$ cat src/rtl/ss_rmw.sv
// ss_rmw: store-size sequencer. Executes SB/SH/SW into data memory.
// Word stores write directly; byte and halfword stores read the target
// word first and merge the new low bits so the upper bits survive.
// All outputs are driven straight from registers.
module ss_rmw (
  input  logic        clk,
  input  logic        reset_n,
  input  logic        start,
  input  logic [1:0]  SSControl,
  input  logic [31:0] addr,
  input  logic [31:0] RegBOut,
  input  logic [31:0] mem_rdata,
  output logic [31:0] mem_addr,
  output logic        mem_rd,
  output logic        mem_wr,
  output logic [31:0] mem_wdata,
  output logic        busy,
  output logic        done,
  output logic        err
);

  localparam logic [1:0] SZ_BYTE = 2'b00;
  localparam logic [1:0] SZ_HALF = 2'b01;
  localparam logic [1:0] SZ_WORD = 2'b10;

  typedef enum logic [2:0] {
    S_IDLE  = 3'd0,
    S_READ  = 3'd1,
    S_WAIT  = 3'd2,
    S_WRITE = 3'd3,
    S_DONE  = 3'd4
  } state_e;

  state_e      state_q, state_d;
  logic [31:0] addr_q, addr_d;
  logic [31:0] b_q, b_d;
  logic [31:0] word_q, word_d;
  logic [1:0]  size_q, size_d;

  logic        rd_q, rd_d;
  logic        wr_q, wr_d;
  logic [31:0] wdata_q, wdata_d;
  logic        busy_q, busy_d;
  logic        done_q, done_d;
  logic        err_q, err_d;

  // Merge the register value into the old memory word according to size.
  function automatic logic [31:0] merge_store(input logic [1:0]  size,
                                              input logic [31:0] word,
                                              input logic [31:0] bval);
    logic [31:0] res;
    case (size)
      SZ_BYTE: res = {word[31:8], bval[7:0]};
      SZ_HALF: res = {word[31:16], bval[15:0]};
      SZ_WORD: res = bval;
      default: res = 32'h0000_0000;
    endcase
    return res;
  endfunction

  // State and latched-request registers.
  always_ff @(posedge clk or negedge reset_n) begin
    if (!reset_n) begin
      state_q <= S_IDLE;
      addr_q  <= 32'h0000_0000;
      b_q     <= 32'h0000_0000;
      word_q  <= 32'h0000_0000;
      size_q  <= 2'b00;
    end else begin
      state_q <= state_d;
      addr_q  <= addr_d;
      b_q     <= b_d;
      word_q  <= word_d;
      size_q  <= size_d;
    end
  end

  // Next-state logic; request fields are captured only on acceptance.
  always_comb begin
    state_d = state_q;
    addr_d  = addr_q;
    b_d     = b_q;
    word_d  = word_q;
    size_d  = size_q;
    case (state_q)
      S_IDLE: begin
        if (start) begin
          addr_d = addr;
          b_d    = RegBOut;
          size_d = SSControl;
          case (SSControl)
            SZ_WORD:          state_d = S_WRITE;
            SZ_BYTE, SZ_HALF: state_d = S_READ;
            default:          state_d = S_DONE;
          endcase
        end else begin
          state_d = S_IDLE;
        end
      end
      S_READ:  state_d = S_WAIT;
      S_WAIT: begin
        word_d  = mem_rdata;
        state_d = S_WRITE;
      end
      S_WRITE: state_d = S_DONE;
      S_DONE:  state_d = S_IDLE;
      default: state_d = S_IDLE;
    endcase
  end

  // Output decode from the upcoming state so every output is registered.
  always_comb begin
    rd_d    = 1'b0;
    wr_d    = 1'b0;
    wdata_d = 32'h0000_0000;
    busy_d  = 1'b0;
    done_d  = 1'b0;
    err_d   = 1'b0;
    case (state_d)
      S_READ: begin
        rd_d   = 1'b1;
        busy_d = 1'b1;
      end
      S_WAIT: begin
        busy_d = 1'b1;
      end
      S_WRITE: begin
        wr_d    = 1'b1;
        busy_d  = 1'b1;
        wdata_d = merge_store(size_d, word_d, b_d);
      end
      S_DONE: begin
        done_d = 1'b1;
        err_d  = (size_d == 2'b11);
      end
      default: begin
        busy_d = 1'b0;
      end
    endcase
  end

  // Output registers; reset clears them immediately, cancelling any write.
  always_ff @(posedge clk or negedge reset_n) begin
    if (!reset_n) begin
      rd_q    <= 1'b0;
      wr_q    <= 1'b0;
      wdata_q <= 32'h0000_0000;
      busy_q  <= 1'b0;
      done_q  <= 1'b0;
      err_q   <= 1'b0;
    end else begin
      rd_q    <= rd_d;
      wr_q    <= wr_d;
      wdata_q <= wdata_d;
      busy_q  <= busy_d;
      done_q  <= done_d;
      err_q   <= err_d;
    end
  end

  assign mem_addr  = addr_q;
  assign mem_rd    = rd_q;
  assign mem_wr    = wr_q;
  assign mem_wdata = wdata_q;
  assign busy      = busy_q;
  assign done      = done_q;
  assign err       = err_q;

endmodule
$ cat config.mk
export PLATFORM = sky130hd
export DESIGN_NAME = ss_rmw
export DESIGN_NICKNAME = d
export VERILOG_FILES = /design/src/rtl/ss_rmw.sv
export SDC_FILE = /design/constraint.sdc
export NUM_CORES = 1
export LEC_CHECK = 0
export BUFFER_PORTS_ARGS = -buffer_cell sky130_fd_sc_hd__buf_2
export CORE_MARGIN = 3
export CORE_UTILIZATION = 50
export CTS_CLUSTER_SIZE = 30
export DETAILED_ROUTE_END_ITERATION = 6
export HOLD_SLACK_MARGIN = 0.05
export PLACE_DENSITY_LB_ADDON = 0.08
export SLEW_MARGIN = 15
export SYNTH_ARGS = -nofsm -noshare
export SYNTH_HDL_FRONTEND = slang
export SYNTH_SLANG_ARGS = --single-unit
$ cat constraint.sdc
create_clock -name clk -period 5.1 [get_ports clk]
set_input_delay 1.02 -clock clk [delete_from_list [all_inputs] [get_ports clk]]
set_output_delay 1.02 -clock clk [all_outputs]
set_load 0.02 [all_outputs]
==> flow_summary.ini, run 1 <==
[finish]
antenna_cells = 0
nFillCells = 857
drive_above_1_share = 0.353
synthToLayoutAreaGrowth_pct = 27.4
layout.nets = 782
instances_no_fill = 830
multi_input_area_um2 = 1950
ff_latch_area_um2 = 3250
finish.utilization = 0.659

[placement]
dp_cells = 798
hpwl_mm = 8.00
io_buffer_count = 161
gp_congestion = 0.787

[yosys]
ys_ff_latch = 130
synth_fa_ha_area_frac = 0
synth_compound_area_frac = 0.0503
ys_types = 31
yosysSeqAreaShare = 0.606
synth_edf_count = 0
synth_warnings = 0
synthXorXnorAreaFrac = 0.00326
synth_top_flop_cell = dfrtp_1
synthMuxAreaShare = 0.101
synth.avg_cell_area_um2 = 10.2
synthSimpleGateAreaFrac = 0.208
synth_top_family_by_area = simple AND/OR/NAND/NOR gates
syn_area_um2 = 5370
netlist_instances = 528
synth_fp_nets = 629
synthArstFlopShare = 1.00

[detailed_routing]
ant_nets = 0
vias_per_cell = 5.11
dr.pass1.iters = 4
totalWireLength_mm = 12.8
dr.first_iter.drc_count = 219
drc = 0
wl_per_cell_um = 15.4
vias = 4238

[sta]
period_needed_ps = 2730
max_slew_margin = 0.367
tightest_slew_ps = 949
rsz0062_at_grt = false
finalSetupViolCount = 0
max_freq_mhz = 366
finalSetupTns_ps = 0
fin_crit_sh = 0.536
drv_slew = 0
finalHoldViolations = 0
finalClockSkew_ps = 16.3

[clock_tree]
clock_latency_ps = 530
cts_tree = done
ctsHoldBuffers = 0
cts_setup_buffers = 0
cts_inserted_buffers = 17
clockRootBuffer = clkbuf_8
clk_path_buf_depth = 2
htreeDepth = 4
clock_sinks = 130
ctsResizeCount = 0
clk_pin_slew_ps = 60

[run]
cap_violations = 0

[power]
intPower_mw = 2.99
p_seq_frac = 0.368
switching_share = 0.378
switching_power_mw = 1.82
p_leak_nw = 3.63
clockPowerShare = 0.245
pwr-share-comb = 0.388
peakVddDrop_mv = 0.371
power_density_nw_per_um2 = 704

[critical_path]
cp-end-kind = flip-flop
cp.arrival_ps = 3150
crit_required_ps = 5520
cp_max_fo = 87
start_kind = flip-flop
setup.worst_path.class = flip-flop to flip-flop

[die]
die_h_um = 110
initial_core_util = 0.518
core_um2 = 10400
die_w_um = 110
dieArea_um2 = 12000
ioPinCount = 170
row_count = 37

[status]
status = complete, no violations

[global_route]
grt_pass1_vias = 4252
antenna_found_initial = 0
grt_max_degree = 106
grt_pass1_wl_mm = 20.5
grt_overflow = 0
grtUsageTotal = 0.228

[worst_hold_path]
holdCritPathClass = flip-flop to flip-flop
[Yosys cell counts (8+ instances only)]
library cell | instances | share of area
nand2_1 | 212 | 0.15
dfrtp_1 | 130 | 0.61
mux2_2 | 39 | 0.082
nand3_1 | 30 | 0.028
clkbuf_1 | 18 | 0.013
a31oi_1 | 16 | 0.019
buf_2 | 11 | 0.010
a22oi_1 | 8 | 0.011
and3_1 | 8 | 0.0093
mux2i_1 | 8 | 0.015
o22ai_1 | 8 | 0.0093
[cell type report]
class / count / share of cell area
repair buffers: 168 / 0.126
clock buffers: 22 / 0.0706
multi-input cells: 362 / 0.286
flip-flops and latches: 130 / 0.476
well taps: 136 / 0.0249
clock inverters: 10 / 0.0154
inverters: 2 / 0.00110
[critical path, cell delays in order (launching register included)]
cell and delay, ps:
dfrtp_1 710, or4b_4 880, mux2i_4 680, inv_2 70, o221a_1 250
[cell families after synthesis]
group           count (synthesis)
simple gates                  270
flops                         130
mux                            48
compound gates                 42
buf+inv                        36
xor+xnor                        2
[path summary, 6_finish.rpt]
kind | start | end | slack, ps | cells past startpoint
max reg2reg | state_q[1] | mem_wdata[30] | 2370 | 4
max in group asynchronous | reset_n | mem_wdata[22] | 3560 | 2
min in group asynchronous | reset_n | b_q[15] | 590 | 1
min reg2reg | b_q[7] | b_q[7] | 460 | 2
max | state_q[1] | mem_wdata[30] | 2370 | 4
min | b_q[7] | b_q[7] | 460 | 2
[metal layers]
metal | share of wire | track usage
met1 | 0.41 | 0.278
met4 | 0.012 | 0.0828
met2 | 0.50 | 0.367
met3 | 0.084 | 0.0904
met5 | 0 | 0
[placed cells by master (no fill, tap or decap)]
cell type   instances
nand2_1           212
buf_2             160
dfrtp_1           130
mux2_2             39
nand3_1            30
a31oi_1            16
clkbuf_16          16
a22oi_1             8
mux2i_1             8
o22ai_1             8
and3_1              8
buf_4               7
nor2_1              6
a21oi_1             6
clkbuf_8            6
clkinv_2            6
nor3_1              3
nor2b_1             3
nand2b_1            2
xnor2_1             2
bufinv_16           2
clkinvlp_4          2
nor4b_2             1
or4b_4              1
and2_1              1
and3b_1             1
o31a_1              1
mux2i_4             1
inv_2               1
nand4_1             1
o21ai_2             1
inv_1               1
o221a_1             1
o21ai_1             1
or2_2               1
buf_6               1
[flip-flops by register name, indices dropped and copies added, names as in the netlist]
name / flops
word_q: 24
done: 1
mem_wdata: 32
busy: 1
err: 1
state_q: 3
mem_rd: 1
size_q: 2
b_q: 32
mem_wr: 1
mem_addr: 32
[power by group through the flow]
stage	logic, mW	clock network [mW]	registers (mW)
2_1_floorplan	1.05	0	2.03
3_3_place_gp	1.84	0	1.76
3_5_place_dp	1.89	0	1.78
4_1_cts	1.90	1.20	1.77
5_1_grt	2.06	1.26	1.83
6_report	1.87	1.18	1.77
[through the flow]
step / instance area, um^2 / total power [mW] / hold WS [ps] / setup slack, ps
floorplan: 5370 / 3.08 / 433 / 2800
global placement: 6250 / 3.59 / 445 / 1930
detailed placement: 6250 / 3.66 / 456 / 1900
CTS: 6840 / 4.87 / 471 / 2300
global route: 6840 / 5.15 / 495 / 2150
finish: 6840 / 4.81 / 464 / 2370
No activity file was read; power rests on OpenSTA's default activity.
==> run 2: changes to the inputs <==
clock period = 2.7 ns   (was 5.1 ns; I/O delays follow)
==> flow_summary.ini, run 2 (synthesis results as in run 1) <==
[detailed_routing]
dr.pass1.iters = 4
dr.first_iter.drc_count = 183
ant_nets = 0
totalWireLength_mm = 12.8
wl_per_cell_um = 15.3
vias_per_cell = 5.16
drc = 0
vias = 4317

[clock_tree]
clk_path_buf_depth = 2
htreeDepth = 4
cts_inserted_buffers = 17
clockRootBuffer = clkbuf_8
cts_tree = done
clk_pin_slew_ps = 60
clock_latency_ps = 510
clock_sinks = 130
ctsResizeCount = 0

[global_route]
grtUsageTotal = 0.229
grt_max_degree = 63
grt-busiest-layer = met2
met1_usage = 0.301
grt_pass1_vias = 4243
gr-usage-met2 = 0.358
antenna_found_initial = 0
grt_pass1_wl_mm = 20.9
use_met3 = 0.0769
grt_overflow = 0

[die]
row_count = 37
die_h_um = 110
dieArea_um2 = 12000
ioPinCount = 170
initial_core_util = 0.518
core_um2 = 10400
die_w_um = 110

[power]
p_leak_nw = 3.64
clockPowerShare = 0.238
pwr-share-comb = 0.398
finalPower_mw = 9.08
power_density_nw_per_um2 = 1320
switching_power_mw = 3.46
intPower_mw = 5.62
switching_share = 0.381
p_seq_frac = 0.364
peakVddDrop_mv = 0.564

[critical_path]
max_stage_delay_ps = 530
worstReg2RegStart = state_q[0]
cp.arrival_ps = 2530
path_cells = or4b_4 -> buf_4 -> nor2_1 -> a31oi_1 -> and3_1
slowest_stage = a31oi_1
cp_max_fo = 44
setup.worst_path.class = flip-flop to flip-flop
r2r_setup_slack_ps = 620
cp-end-kind = flip-flop
cp_top_family = simple AND/OR/NAND/NOR gates
rr_endpoint = mem_wdata[6]
worstPathBufferInverterCount = 1
start_kind = flip-flop
crit_required_ps = 3150
rr_worst_depth = 5

[sta]
fin_crit_sh = 0.770
period_needed_ps = 2080
finalSetupViolCount = 0
finalSetupTns_ps = 0
rsz0062_at_grt = false
drv_slew = 0
finalHoldViolations = 0
tightest_slew_ps = 688
max_slew_margin = 0.538
finalWorstSetupSlack_ps = 620
max_freq_mhz = 481
finalClockSkew_ps = 6.73

[placement]
pre_cts_slack_ps = 366
gp_congestion = 0.779
io_buffer_count = 161
dpl_cell_area_um2 = 6310
hpwl_mm = 8.21

[finish]
synthToLayoutAreaGrowth_pct = 28.1
design_area_um2 = 6880
final_common_cell = nand2_1
layout.nets = 789
antenna_cells = 0
drive_above_1_share = 0.354
final_cell_mix = 212 x nand2_1, 160 x buf_2, 130 x dfrtp_1

[worst_hold_path]
min_delay_worst_endpoint = mem_addr[13]
hold_path_depth = 3
holdCritPathClass = input port to flip-flop
hold_start = addr[13]

[run]
cap_violations = 0

[status]
status = complete, no violations
-- run 2: stage by stage --
step	hold slack, ps	util	instances
detailed placement	453	0.608	804
finish	216	0.663	836
CTS	189	0.663	836
global placement	445	0.608	804
floorplan	244	-	528
global route	203	0.663	836
-- run 2: layout make-up --
| type | count | area [um^2] |
|---|---|---|
| flip-flops and latches | 130 | 3250 |
| repair buffers | 175 | 932 |
| clock inverters | 10 | 110 |
| inverters | 2 | 7.51 |
| multi-input cells | 362 | 1950 |
| fillers | 840 | 3490 |
| well taps | 136 | 170 |
| clock buffers | 21 | 449 |
-- run 2: repair_timing --
item	CTS	global route
buffers inserted	0	0
hold buffers	1	0
endpoints found under the setup margin	0	0
endpoints found under the hold margin	42	0
-- run 2: worst max-delay path by stage --
| stage | from | endpoint | slack, ps | cells past startpoint |
|---|---|---|---|---|
| 2_1_floorplan | SSControl[0] | mem_wdata[15] | 880 | 6 |
| 3_3_place_gp | start | mem_wdata[5] | 420 | 6 |
| 3_5_place_dp | start | mem_wdata[6] | 370 | 6 |
| 4_1_cts | state_q[0] | mem_wdata[7] | 580 | 5 |
| 5_1_grt | state_q[0] | mem_wdata[7] | 370 | 5 |
| 6_report | state_q[0] | mem_wdata[6] | 620 | 5 |
-- run 2: routing by layer --
layer  part of all wire  routed length [um]  up-vias
li1                   -                   -     2063
met1               0.42                5400     2091
met2               0.49                6240      149
met3              0.080                1030       14
met4              0.010                 130        0
met5                  0                   0        -
-- run 2: power groups by stage --
stage          combinational, mW  clock (mW)  sequential, mW
2_1_floorplan               1.98           0            3.83
3_3_place_gp                3.56           0            3.29
3_5_place_dp                3.65           0            3.32
4_1_cts                     3.66        2.20            3.31
5_1_grt                     4.03        2.29            3.42
6_report                    3.62        2.16            3.31
-- run 2: worst reg2reg max path, stage by stage, from the launching register on --
cell     delay (ps)
dfrtp_1         490
or4b_4          240
buf_4           420
nor2_1          100
a31oi_1         530
and3_1          250
